**src/rtl/sht40_rx_frame.sv**
```systemverilog
// SHT40 read-phase receiver: samples SDA on SCL rises, assembles the 6-byte frame and checks both CRC-8s.
// Optional fixed-point conversion stage (CONV state, *_Centi ports) enabled by defining SHT40_CONVERT_EN.
module sht40_rx_frame #(
    parameter logic [2:0] READ_STATE = 3'd5,
    parameter int         NBYTES     = 6
) (
    input  logic               clk,
    input  logic               rst,
    input  logic               Scl_Data,
    input  logic               Sda_Data,
    input  logic [2:0]         Master_State_Out,
    output logic [15:0]        Temp_Raw,
    output logic [15:0]        Hum_Raw,
    output logic [1:0]         Crc_Err,
    output logic               Frame_Valid,
    output logic               Frame_Abort,
`ifdef SHT40_CONVERT_EN
    output logic signed [15:0] Temp_Centi,
    output logic [15:0]        Hum_Centi,
`endif
    output logic               Busy
);

    typedef enum logic [1:0] {IDLE, SHIFT, CHECK, CONV} state_t;

    state_t      state_q, state_d;
    logic        scl_meta_q, scl_sync_q, scl_prev_q;
    logic        sda_meta_q, sda_sync_q;
    logic [2:0]  ms_prev_q, ms_prev_d;
    logic [3:0]  bit_cnt_q, bit_cnt_d;
    logic [2:0]  byte_cnt_q, byte_cnt_d;
    logic [6:0]  shift_q, shift_d;
    logic [7:0]  crc_q, crc_d;
    logic [15:0] t_word_q, t_word_d, h_word_q, h_word_d;
    logic        t_err_q, t_err_d, h_err_q, h_err_d;
    logic [15:0] temp_raw_q, temp_raw_d, hum_raw_q, hum_raw_d;
    logic [1:0]  crc_err_q, crc_err_d;
    logic        frame_valid_q, frame_valid_d;
    logic        frame_abort_q, frame_abort_d;
    logic        busy_q, busy_d;

    logic        scl_rise, read_now, read_entry, last_rise, crc_fb, crc_byte;
    logic [7:0]  crc_next, rx_byte;

`ifdef SHT40_CONVERT_EN
    logic signed [15:0] temp_centi_q, temp_centi_d;
    logic [15:0]        hum_centi_q, hum_centi_d;
    logic [31:0]        t_prod, h_prod;
    logic signed [16:0] h_tmp;
`endif

    assign scl_rise   = scl_sync_q & ~scl_prev_q;
    assign read_now   = (Master_State_Out == READ_STATE);
    assign read_entry = read_now && (ms_prev_q != READ_STATE);
    assign last_rise  = scl_rise && (bit_cnt_q == 4'd8) && (byte_cnt_q == 3'(NBYTES - 1));
    assign crc_fb     = crc_q[7] ^ sda_sync_q;
    assign crc_next   = {crc_q[6:0], 1'b0} ^ (crc_fb ? 8'h31 : 8'h00);
    assign rx_byte    = {shift_q, sda_sync_q};
    assign crc_byte   = (byte_cnt_q == 3'd2) || (byte_cnt_q == 3'd5);

    always_comb begin
        // NOTE: every _d starts from its _q (or a pulse default) so no path can infer a latch.
        state_d       = state_q;
        ms_prev_d     = Master_State_Out;
        bit_cnt_d     = bit_cnt_q;
        byte_cnt_d    = byte_cnt_q;
        shift_d       = shift_q;
        crc_d         = crc_q;
        t_word_d      = t_word_q;
        h_word_d      = h_word_q;
        t_err_d       = t_err_q;
        h_err_d       = h_err_q;
        temp_raw_d    = temp_raw_q;
        hum_raw_d     = hum_raw_q;
        crc_err_d     = crc_err_q;
        frame_valid_d = 1'b0;
        frame_abort_d = 1'b0;
`ifdef SHT40_CONVERT_EN
        temp_centi_d  = temp_centi_q;
        hum_centi_d   = hum_centi_q;
        t_prod        = 32'(temp_raw_q) * 32'd17500;
        h_prod        = 32'(hum_raw_q) * 32'd12500;
        h_tmp         = $signed({1'b0, h_prod[31:16]}) - 17'sd600;
`endif
        case (state_q)
            IDLE: begin
                if (read_entry) begin
                    state_d    = SHIFT;
                    bit_cnt_d  = 4'd0;
                    byte_cnt_d = 3'd0;
                    crc_d      = 8'hFF;
                end
            end
            SHIFT: begin
                // A completing rise wins over a simultaneous exit from the read state.
                if (last_rise) begin
                    state_d    = CHECK;
                    temp_raw_d = t_word_q;
                    hum_raw_d  = h_word_q;
                    crc_err_d  = {h_err_q, t_err_q};
`ifndef SHT40_CONVERT_EN
                    frame_valid_d = 1'b1;
`endif
                end else if (!read_now) begin
                    state_d       = IDLE;
                    frame_abort_d = 1'b1;
                end else if (scl_rise) begin
                    if (bit_cnt_q == 4'd8) begin
                        bit_cnt_d  = 4'd0;
                        byte_cnt_d = byte_cnt_q + 3'd1;
                    end else begin
                        bit_cnt_d = bit_cnt_q + 4'd1;
                        shift_d   = rx_byte[6:0];
                        if (crc_byte) begin
                            if (bit_cnt_q == 4'd7) begin
                                crc_d = 8'hFF;
                                if (byte_cnt_q == 3'd2) t_err_d = (rx_byte != crc_q);
                                else                    h_err_d = (rx_byte != crc_q);
                            end
                        end else begin
                            crc_d = crc_next;
                            if (bit_cnt_q == 4'd7) begin
                                case (byte_cnt_q)
                                    3'd0:    t_word_d[15:8] = rx_byte;
                                    3'd1:    t_word_d[7:0]  = rx_byte;
                                    3'd3:    h_word_d[15:8] = rx_byte;
                                    default: h_word_d[7:0]  = rx_byte;
                                endcase
                            end
                        end
                    end
                end
            end
            CHECK: begin
`ifdef SHT40_CONVERT_EN
                state_d       = CONV;
                frame_valid_d = 1'b1;
                temp_centi_d  = $signed(t_prod[31:16] - 16'd4500);
                if (h_tmp < 0)                 hum_centi_d = 16'd0;
                else if (h_tmp > 17'sd10000)   hum_centi_d = 16'd10000;
                else                           hum_centi_d = h_tmp[15:0];
`else
                state_d = IDLE;
`endif
            end
            default: state_d = IDLE;
        endcase
        busy_d = (state_d != IDLE);
    end

    always_ff @(posedge clk) begin
        if (rst) begin
            // NOTE: bus lines reset to their idle-high level so leaving reset never fakes an SCL rise.
            scl_meta_q    <= 1'b1;
            scl_sync_q    <= 1'b1;
            scl_prev_q    <= 1'b1;
            sda_meta_q    <= 1'b1;
            sda_sync_q    <= 1'b1;
            state_q       <= IDLE;
            ms_prev_q     <= 3'd0;
            bit_cnt_q     <= 4'd0;
            byte_cnt_q    <= 3'd0;
            shift_q       <= 7'd0;
            crc_q         <= 8'hFF;
            t_word_q      <= 16'd0;
            h_word_q      <= 16'd0;
            t_err_q       <= 1'b0;
            h_err_q       <= 1'b0;
            temp_raw_q    <= 16'd0;
            hum_raw_q     <= 16'd0;
            crc_err_q     <= 2'b00;
            frame_valid_q <= 1'b0;
            frame_abort_q <= 1'b0;
            busy_q        <= 1'b0;
`ifdef SHT40_CONVERT_EN
            temp_centi_q  <= 16'sd0;
            hum_centi_q   <= 16'd0;
`endif
        end else begin
            scl_meta_q    <= Scl_Data;
            scl_sync_q    <= scl_meta_q;
            scl_prev_q    <= scl_sync_q;
            sda_meta_q    <= Sda_Data;
            sda_sync_q    <= sda_meta_q;
            state_q       <= state_d;
            ms_prev_q     <= ms_prev_d;
            bit_cnt_q     <= bit_cnt_d;
            byte_cnt_q    <= byte_cnt_d;
            shift_q       <= shift_d;
            crc_q         <= crc_d;
            t_word_q      <= t_word_d;
            h_word_q      <= h_word_d;
            t_err_q       <= t_err_d;
            h_err_q       <= h_err_d;
            temp_raw_q    <= temp_raw_d;
            hum_raw_q     <= hum_raw_d;
            crc_err_q     <= crc_err_d;
            frame_valid_q <= frame_valid_d;
            frame_abort_q <= frame_abort_d;
            busy_q        <= busy_d;
`ifdef SHT40_CONVERT_EN
            temp_centi_q  <= temp_centi_d;
            hum_centi_q   <= hum_centi_d;
`endif
        end
    end

    assign Temp_Raw    = temp_raw_q;
    assign Hum_Raw     = hum_raw_q;
    assign Crc_Err     = crc_err_q;
    assign Frame_Valid = frame_valid_q;
    assign Frame_Abort = frame_abort_q;
    assign Busy        = busy_q;
`ifdef SHT40_CONVERT_EN
    assign Temp_Centi  = temp_centi_q;
    assign Hum_Centi   = hum_centi_q;
`endif

endmodule

```
**config.mk**
```make
export PLATFORM = sky130hd
export DESIGN_NAME = sht40_rx_frame
export DESIGN_NICKNAME = d
export VERILOG_FILES = /design/src/rtl/sht40_rx_frame.sv
export SDC_FILE = /design/constraint.sdc
export NUM_CORES = 1
export LEC_CHECK = 0
export CORE_MARGIN = 10
export CORE_UTILIZATION = 41
export DETAILED_ROUTE_END_ITERATION = 6
export MAX_ROUTING_LAYER = met4
export PLACE_DENSITY = 0.63
export SYNTH_ARGS = -nofsm -noshare
export SYNTH_HDL_FRONTEND = slang
export SYNTH_SLANG_ARGS = --single-unit
```
**constraint.sdc**
```tcl
create_clock -name clk -period 4 [get_ports clk]
set_clock_uncertainty 0.1 [all_clocks]
set_input_delay 0.6 -clock clk [delete_from_list [all_inputs] [get_ports clk]]
set_output_delay 0.6 -clock clk [all_outputs]
set_load 0.005 [all_outputs]
```
Word level (Yosys, flattened, before mapping). Index checks and enable logic that the tools add are counted.

Bits in registers: 103. Bits of input ports: 7. Word-level logic and storage cells: 101.

Add/subtract/negate cells: 2. Equal/unequal tests: 17. Multiplexer cells: 27. Bitwise operators: 10. Reduce and logical (&&, ||, !) cells: 22.

Operators by type and width (number): $mux W8 (7); $reduce_and A8 Y1 (6); $mux W4 (5); $pmux W8 S2 (1); $mux W3 (5); $ne A2 B2 Y1 const B (6); $reduce_and A5 Y1 (2); $ne A8 B8 Y1 (1); $pmux W4 S2 (1); $xor A8 B6 Y8 (1); $not A1 Y1 (7); $reduce_and A7 Y1 (1); $eq A3 B2 Y1 const B (2); $eq A3 B3 Y1 const B (2); $mux W2 (3); $mux W6 (1); $ne A3 B3 Y1 const B (2); $pmux W3 S2 (1); $reduce_and A6 Y1 (1); $reduce_or A3 Y1 (2); $add A4 B1 Y4 const B (1); $eq A4 B3 Y1 const B (1); $eq A4 B4 Y1 const B (1); $pmux W2 S2 (1); other kinds (13) (17).

Logic depth before layout (Yosys ltp). Gate-level depths: netlist of run 1.

Depth after elaboration: 9. Depth in mapped cells: 8. Depth with buffers taken out: 6.

Worst setup path after synthesis of run 1. No wires, ideal clock.

Kind: in2reg. From: input port Master_State_Out[1]. To: register t_word_q[8]. Setup time: 0.072 ns. Data arrival time: 1.852 ns. Required time: 3.828 ns. Slack: 1.976 ns. Stages: 5. Buffers on the path: 1. Cell sequence: nand3b_1 > nor3_4 > and4_4 > buf_12 > mux2i_1.

Longest elaborated chain between the ends: 2.

Ends and longest elaborated chain: from (decl) (line 11) `input logic [2:0] Master_State_Out,`; $eq A3 B3 Y1 (line 53) `assign read_now = (Master_State_Out == READ_STATE);`; $reduce_and A8 Y1 (no line); to (signal assigned) (line 191) `t_word_q <= t_word_d;`; to (decl) (line 34) `logic [15:0] t_word_q, t_word_d, h_word_q, h_word_d;`.

No other way between the ends. A chain may end at the register's enable or synchronous reset.

Worst setup path in the final report of run 1.
From: register byte_cnt_q[0]. To: register crc_q[3].

Longest elaborated chain between the ends: 8. Elaborated cells between the ends (all ways): 13. Those cells by class: eq/ne (4); mux (6); reduce/logical (3).

Ends and longest elaborated chain: from (decl) (line 31) `logic [2:0] byte_cnt_q, byte_cnt_d;`; from (signal assigned) (line 188) `byte_cnt_q <= byte_cnt_d;`; $eq A3 B2 Y1 or $eq A3 B3 Y1 (tied branches) (line 59, 55); $logic_or A1 B1 Y1 (line 59) `assign crc_byte = (byte_cnt_q == 3'd2) || (byte_cnt_q == 3'd5);`; $mux W8 (line 114) `if (crc_byte) begin`; $mux W8 (line 108) `if (bit_cnt_q == 4'd8) begin`; $mux W8 (line 107) `end else if (scl_rise) begin`; $mux W8 (line 104) `end else if (!read_now) begin`; $mux W8 (line 96) `if (last_rise) begin`; $pmux W8 S2 (line 85) `case (state_q)`; to (signal assigned) (line 190) `crc_q <= crc_d;`; to (decl) (line 33) `logic [7:0] crc_q, crc_d;`.

Parallel ways exist; a longest one is shown, timed or not. The select of a mux whose other input is x is not followed.

==> impl_metrics.py, run 1 <==
metrics = {
    "cts": {
        "clock_path_buffers": 2,
        "holdBufCountCts": 0,
        "path_clk_slew_ps": 90,
        "cts_tree": "done",
        "cts.sinks": 103,
        "cts_resized": 0,
        "post-cts-setup-buffers": 0,
        "insertion_delay_ps": 360,
        "cts_buffers": 9,
        "cts-htree-levels": 3,
        "cts-root-buf": "clkbuf_8",
    },
    "floorplan": {
        "fp-row-count": 37,
        "start_util_pct": 41.7,
        "die_h_um": 122,
        "pin_count": 44,
        "dieArea_um2": 14800,
        "coreArea_um2": 10200,
        "die_w_um": 122,
    },
    "worst_hold_path": {
        "whs_path_depth": 1,
        "min_path_type": "reg2reg",
    },
    "logic_synthesis": {
        "synthFlopType": "dfxtp_1",
        "synthCells": 475,
        "yosysSeqAreaShare_pct": 48.6,
        "synth_cell_types": 47,
        "ys_ff_latch": 103,
        "synth_area_um2": 4250,
        "syn_avg_cell_area_um2": 8.94,
        "synth-warning-count": 0,
        "synthTopCellsByArea": "dfxtp_1 49%, nand2_1 7.8%, a21oi_1 7.3%",
        "async_reset_ff_share_pct": 0,
        "synth_edf_count": 0,
        "synth.net_count": 489,
        "yosys.area.top_type": "dfxtp_1",
        "netlist.area_leader.share_pct": 48.6,
    },
    "setup_path": {
        "cp-start-kind": "flip-flop",
        "path_depth": 6,
        "worstPathRequired_ps": 4190,
        "slowest_delay_ps": 580,
        "crit_family": "compound AO/OA/AOI/OAI gates",
        "end_kind": "flip-flop",
        "cpMaxStageDelayCell": "a221oi_4",
        "path_class": "reg2reg",
        "r2r.worst_path.cells": 6,
        "cp_max_fo": 8,
        "path_cells": "inv_1 > ha_1 > mux2i_2 > o2111ai_1 > a221oi_4 > mux2i_1",
        "crit_arrival_ps": 2570,
        "path_buf_inv": 1,
    },
    "placed_design": {
        "gp_congestion": 0.833,
        "portBuffers": 43,
        "placed_area_um2": 4750,
        "dpl.hpwl_um": 6510,
    },
    "timing": {
        "setup_viol": 0,
        "fmax_ghz": 0.420,
        "hold_ws_ps": 315,
        "tns_ps": 0,
        "rsz0062_at_grt": "no",
        "period_needed_ps": 2380,
        "tightest_slew_ps": 749,
        "finalMaxSlewViolations": 0,
        "fin_crit_sh_pct": 59.5,
        "finalHoldViolCount": 0,
        "slew_headroom_pct": 50.0,
    },
    "global_routing": {
        "grt_usage_pct": 12.9,
        "grt_max_degree": 86,
        "grt_pass1_vias": 3128,
        "grt.overflow.total": 0,
        "grt_pass1_wl_um": 15400,
        "antenna_found_initial": 0,
    },
    "status": {
        "status": "complete, no violations",
    },
    "layout": {
        "post-route-util_pct": 48.5,
        "nets": 521,
        "area_delta_synth_final_pct": 16.4,
        "final.fill_count": 1014,
        "drive_gt1_share_pct": 6.85,
        "n_antenna_cell": 0,
        "fin_area_um2": 4940,
    },
    "drt": {
        "vias_per_cell": 5.05,
        "ant_nets": 0,
        "first_iter_violations": 175,
        "routed_wl_um": 9080,
        "dr.pass1.iters": 4,
        "vias": 3267,
        "drc": 0,
        "routedWlPerCell_um": 14.0,
    },
    "power": {
        "power_density_nw_per_um2": 350,
        "p_leak_nw": 1.63,
        "ir_drop_v": 0.000178,
    },
    "run": {
        "cap_violations": 0,
    },
}
==> report_power, final <==
group	internal [mW]	switching (mW)	total, mW
combinational	0.0191	0.0272	0.0463
clock	0.303	0.347	0.650
sequential	1.03	0.00312	1.03
total	1.35	0.378	1.73
==> area by class of cell <==
| class | instances | area [um2] | share of cell area [%] |
|---|---|---|---|
| repair buffers | 46 | 448 | 9.06 |
| clock inverters | 5 | 58.8 | 1.19 |
| well taps | 136 | 170 | 3.44 |
| inverters | 9 | 33.8 | 0.684 |
| clock buffers | 10 | 138 | 2.78 |
| multi-input cells | 338 | 2030 | 41.1 |
| flip-flops and latches | 103 | 2060 | 41.7 |
==> worst paths after layout <==
check | slack [ps] | end | from
setup / recovery | 1620 | crc_q[3] | byte_cnt_q[0]
hold / removal | 310 | sda_sync_q | sda_meta_q
setup reg to reg | 1620 | crc_q[3] | byte_cnt_q[0]
hold reg to reg | 310 | sda_sync_q | sda_meta_q
==> cell families (layout without fill, tap and decap cells) <==
| group | count (synthesis) | in the layout | synth area share (%) |
|---|---|---|---|
| compound gates | 94 | 94 | 12.7 |
| xor+xnor | 11 | 11 | 2.27 |
| fa+ha+maj | 7 | 7 | 2.06 |
| buf+inv | 34 | 70 | 3.74 |
| flops | 103 | 103 | 48.6 |
| mux | 29 | 29 | 6.95 |
| simple gates | 197 | 197 | 23.7 |
==> metrics by stage <==
| stage | instances | power [mW] | setup slack, ps |
|---|---|---|---|
| finish | 647 | 1.73 | 1620 |
| CTS | 647 | 1.75 | 1560 |
| floorplan | 475 | 1.09 | 1980 |
| global route | 647 | 1.80 | 1400 |
| detailed placement | 632 | 1.10 | 1280 |
| global placement | 632 | 1.10 | 1350 |
==> flip-flops by register name, summed over array words and instances (netlist names), 4 cells and up <==
name / cells
shift_q: 7
Temp_Raw: 16
t_word_q: 16
bit_cnt_q: 4
h_word_q: 16
Hum_Raw: 16
crc_q: 8
==> cell usage after synthesis, types with 2 or more instances <==
cell type  number
nand2b_1       29
nand2_1        88
a21oi_1        62
nand4_1         2
nor2_1         19
ha_1            7
nand3b_1        4
a211oi_1        3
buf_2           6
nand3_1        20
nor3_1          2
nor4_1          3
and2_1          4
xnor2_1        11
or2_2           5
o2111ai_1       2
o21ai_0        19
clkbuf_1       17
or3_1           3
dfxtp_1       103
inv_1           9
nor3_2          2
mux2i_1        27
and3b_1         3
nor2b_1         3
==> cells in the final DEF (no fill, tap or decap), types with 2 or more instances in the layout <==
cell type / count
dfxtp_1: 103
nand2_1: 88
a21oi_1: 62
clkdlybuf4s50_1: 42
nand2b_1: 29
mux2i_1: 27
nand3_1: 20
nor2_1: 19
o21ai_0: 19
xnor2_1: 11
clkbuf_8: 10
inv_1: 9
ha_1: 7
or2_2: 5
nand3b_1: 4
and2_1: 4
or3_1: 3
and3b_1: 3
nor2b_1: 3
nor4_1: 3
a211oi_1: 3
buf_4: 3
nor3_4: 2
o2111ai_1: 2
nor3_1: 2
nand4_1: 2
clkinvlp_4: 2
==> metal layers <==
metal,wire length (um),up-vias,GRT usage [%]
li1,-,1680,-
met1,4190,1527,15.9
met2,4420,58,20.8
met3,431,2,3.05
met4,30,0,3.58
met5,0,-,-
Note: power is estimated with default switching activity, not from simulation.
==> run 2: changes to the inputs <==
clock period = 2.5 ns   (was 4 ns; I/O delays follow)
==> impl_metrics.py, run 2 (same netlist as run 1, synthesis figures left out) <==
metrics = {
    "timing": {
        "rsz0062_at_grt": "no",
        "fin_crit_sh_pct": 84.2,
        "slew_headroom_pct": 56.6,
        "fmax_ghz": 0.475,
        "setup_ws_ps": 395,
        "period_needed_ps": 2110,
        "finalMaxSlewViolations": 0,
        "setup_viol": 0,
        "hold_ws_ps": 321,
        "tightest_slew_ps": 645,
        "tns_ps": 0,
        "finalHoldViolCount": 0,
    },
    "layout": {
        "final_common_cell": "dfxtp_1",
        "n_antenna_cell": 0,
        "post-route-util_pct": 49.5,
        "finalNonFillerCells": 659,
        "mostFrequentLayoutCells": "103 x dfxtp_1, 88 x nand2_1, 62 x a21oi_1",
        "area_delta_synth_final_pct": 18.7,
        "fin_area_um2": 5040,
        "drive_gt1_share_pct": 8.80,
        "nets": 532,
    },
    "setup_path": {
        "reg2reg_slack_ps": 390,
        "cp_max_fo": 8,
        "reg2reg_from": "byte_cnt_q[0]",
        "r2r.worst_path.cells": 7,
        "worstReg2RegEnd": "crc_q[7]",
        "slowest_delay_ps": 440,
        "path_class": "reg2reg",
        "crit_arrival_ps": 2290,
        "end_kind": "flip-flop",
        "path_buf_inv": 2,
        "path_depth": 7,
        "cp-start-kind": "flip-flop",
        "worstPathRequired_ps": 2690,
        "crit_family": "compound AO/OA/AOI/OAI gates",
        "path_cells": "inv_1 > ha_1 > mux2i_2 > o2111ai_1 > a221oi_4 > buf_4 > mux2i_1",
        "cpMaxStageDelayCell": "dfxtp_1",
    },
    "cts": {
        "path_clk_slew_ps": 90,
        "holdBufCountCts": 0,
        "clock_path_buffers": 2,
        "cts_tree": "done",
        "post-cts-setup-buffers": 0,
        "cts-root-buf": "clkbuf_8",
        "cts_resized": 0,
        "cts.sinks": 103,
        "cts-htree-levels": 3,
        "cts_buffers": 9,
        "insertion_delay_ps": 350,
    },
    "floorplan": {
        "start_util_pct": 41.7,
        "dieArea_um2": 14800,
        "coreArea_um2": 10200,
        "die_h_um": 122,
        "fp-row-count": 37,
        "pin_count": 44,
        "die_w_um": 122,
    },
    "power": {
        "p_leak_nw": 1.70,
        "ir_drop_v": 0.000241,
        "total_power_mw": 2.78,
        "power_density_nw_per_um2": 551,
    },
    "drt": {
        "first_iter_violations": 180,
        "drc": 0,
        "vias": 3284,
        "dr.pass1.iters": 5,
        "ant_nets": 0,
        "routed_wl_um": 9400,
        "vias_per_cell": 4.98,
        "routedWlPerCell_um": 14.3,
    },
    "placed_design": {
        "portBuffers": 43,
        "place_ws_ps": 206,
        "place_inst": 643,
        "gp_congestion": 0.806,
        "placed_area_um2": 4840,
        "dpl.hpwl_um": 6640,
    },
    "global_routing": {
        "grt_usage_pct": 13.1,
        "grt_pass1_vias": 3111,
        "grt.overflow.total": 0,
        "grt_max_degree": 116,
        "grt_pass1_wl_um": 15400,
        "antenna_found_initial": 0,
    },
    "worst_hold_path": {
        "whs_path_depth": 1,
        "hp-start": "sda_meta_q",
        "hold_path_end": "sda_sync_q",
        "min_path_type": "reg2reg",
    },
    "run": {
        "cap_violations": 0,
    },
    "status": {
        "status": "complete, no violations",
    },
}
-- run 2: cell types whose count changed in the layout (fill, tap and decap cells not counted) --
cell	change
buf_12	+1
buf_4	+10
clkbuf_1	+1
clkinv_2	+1
clkinv_4	-1
clkinvlp_4	-1
inv_6	+1
-- run 2: worst max path at each step --
| stage | end | slack, ps | from |
|---|---|---|---|
| 2_1_floorplan | crc_q[0] | 530 | byte_cnt_q[0] |
| 3_3_place_gp | t_word_q[10] | 280 | Master_State_Out[1] |
| 3_5_place_dp | t_word_q[12] | 210 | Master_State_Out[1] |
| 4_1_cts | crc_q[7] | 390 | byte_cnt_q[0] |
| 5_1_grt | crc_q[1] | 230 | byte_cnt_q[0] |
| 6_report | crc_q[7] | 390 | byte_cnt_q[0] |
-- run 2: routing by layer --
layer	track usage, %	up-vias	share of wire, %
met1	16.4	1519	48
li1	-	1698	-
met4	3.95	0	1.3
met5	-	-	0
met2	20.4	58	46
met3	3.28	9	4.6
-- run 2: final cells by class --
type	count	area, um2
Clock buffer	11	141
Clock inverter	5	56.3
Fill cell	994	5150
Inverter	9	33.8
Multi-Input combinational cell	338	2030
Sequential cell	103	2060
Tap cell	136	170
Timing Repair Buffer	57	543
-- run 2: power by group --
part	switching [mW]	leakage (nW)	total, mW	internal, mW
Sequential	0.00529	0.832	1.65	1.65
Combinational	0.0452	0.765	0.0794	0.0342
Clock	0.554	0.0997	1.05	0.492
==> run 3: changes to the inputs <==
clock period = 2.1 ns   (was 2.5 ns; I/O delays follow)
==> impl_metrics.py, run 3 (same netlist as run 1, synthesis figures left out) <==
metrics = {
    "status": {
        "status": "complete, no violations",
    },
    "drt": {
        "first_iter_violations": 248,
        "vias_per_cell": 5.07,
        "routed_wl_um": 9470,
        "vias": 3394,
        "ant_nets": 0,
        "drc": 0,
        "routedWlPerCell_um": 14.1,
        "dr.pass1.iters": 5,
    },
    "global_routing": {
        "grt_pass1_wl_um": 15900,
        "grt_max_degree": 61,
        "grt.overflow.total": 0,
        "grt_pass1_vias": 3217,
        "grt_usage_pct": 13.5,
        "antenna_found_initial": 0,
    },
    "cts": {
        "cts_buffers": 9,
        "clock_path_buffers": 2,
        "cts_tree": "done",
        "path_clk_slew_ps": 100,
        "cts-htree-levels": 3,
        "cts-root-buf": "clkbuf_8",
        "cts.sinks": 103,
        "insertion_delay_ps": 370,
    },
    "timing": {
        "finalHoldViolCount": 0,
        "tns_ps": 0,
        "fin_crit_sh_pct": 93.2,
        "tightest_slew_ps": 734,
        "period_needed_ps": 1960,
        "slew_headroom_pct": 50.5,
        "setup_ws_ps": 142,
        "setup_viol": 0,
        "rsz0062_at_grt": "no",
        "fmax_ghz": 0.511,
        "finalMaxSlewViolations": 0,
    },
    "floorplan": {
        "fp-row-count": 37,
        "die_h_um": 122,
        "die_w_um": 122,
        "coreArea_um2": 10200,
        "pin_count": 44,
        "start_util_pct": 41.7,
        "dieArea_um2": 14800,
    },
    "layout": {
        "area_delta_synth_final_pct": 22.0,
        "nets": 543,
        "n_antenna_cell": 0,
        "fin_area_um2": 5180,
        "mostFrequentLayoutCells": "101 x dfxtp_1, 88 x nand2_1, 61 x a21oi_1",
        "final_common_cell": "dfxtp_1",
        "drive_gt1_share_pct": 11.4,
        "finalNonFillerCells": 670,
    },
    "power": {
        "power_density_nw_per_um2": 649,
        "ir_drop_v": 0.000346,
        "p_leak_nw": 1.76,
    },
    "setup_path": {
        "worstPathRequired_ps": 2310,
        "cp-start-kind": "flip-flop",
        "path_class": "reg2reg",
        "crit_arrival_ps": 2170,
        "end_kind": "flip-flop",
        "cp_max_fo": 8,
    },
    "placed_design": {
        "placed_area_um2": 4930,
        "dpl.hpwl_um": 6660,
        "portBuffers": 43,
        "place_inst": 653,
        "gp_congestion": 0.853,
        "place_ws_ps": -66.7,
    },
    "worst_hold_path": {
        "min_path_type": "reg2reg",
    },
    "run": {
        "cap_violations": 0,
    },
}
[run 3: path summary, 6_finish.rpt]
path | from | to | depth (start not counted) | slack (ps)
setup / recovery | byte_cnt_q[1] | crc_q[6] | 7 | 140
hold / removal | scl_meta_q | scl_sync_q | 1 | 320
setup reg to reg | byte_cnt_q[1] | crc_q[6] | 7 | 140
hold reg to reg | scl_meta_q | scl_sync_q | 1 | 320
[run 3: layout make-up]
type	count	area [um2]
Clock buffer	10	128
Clock inverter	6	80.1
Fill cell	987	5000
Inverter	9	33.8
Multi-Input combinational cell	338	2050
Sequential cell	103	2060
Tap cell	136	170
Timing Repair Buffer	68	651
[run 3: layer usage]
metal  vias up  part of all wire (%)  routed length (um)  track usage (%)
met5         -                     0                   0                -
li1       1729                     -                   -                -
met3        11                   5.7                 536             2.82
met2        82                    49                4610             21.8
met1      1572                    44                4210             16.4
met4         0                   1.2                 112             4.25
[run 3: stage by stage]
stage               hold WS, ps  power [mW]  utilization (%)
finish                      320        3.36             50.9
global route                356        3.48             50.9
CTS                         325        3.39             50.6
detailed placement          300        2.11             48.4
global placement            296        2.11             48.4
floorplan                   289        2.08                -
[run 3: timing repair]
item	4_1_cts	5_1_grt
resized for setup	0	5
buffers inserted	1	0
hold buffers	0	0
pin swaps	1	2
endpoints found under the setup margin	8	42
[run 3: report_power, final]
group          switching (mW)  leakage, nW  internal, mW  total [mW]
clock network           0.719       0.0998         0.570        1.29
logic                  0.0578        0.825        0.0475       0.105
registers             0.00531        0.833          1.96        1.97
total                   0.782         1.76          2.58        3.36
[run 3: critical path, cell delays in order (launching register included)]
cell	delay (ps)
dfxtp_2	380
inv_1	70
ha_1	250
mux2i_2	230
o2111ai_1	190
a221oi_4	310
buf_12	170
mux2i_1	190
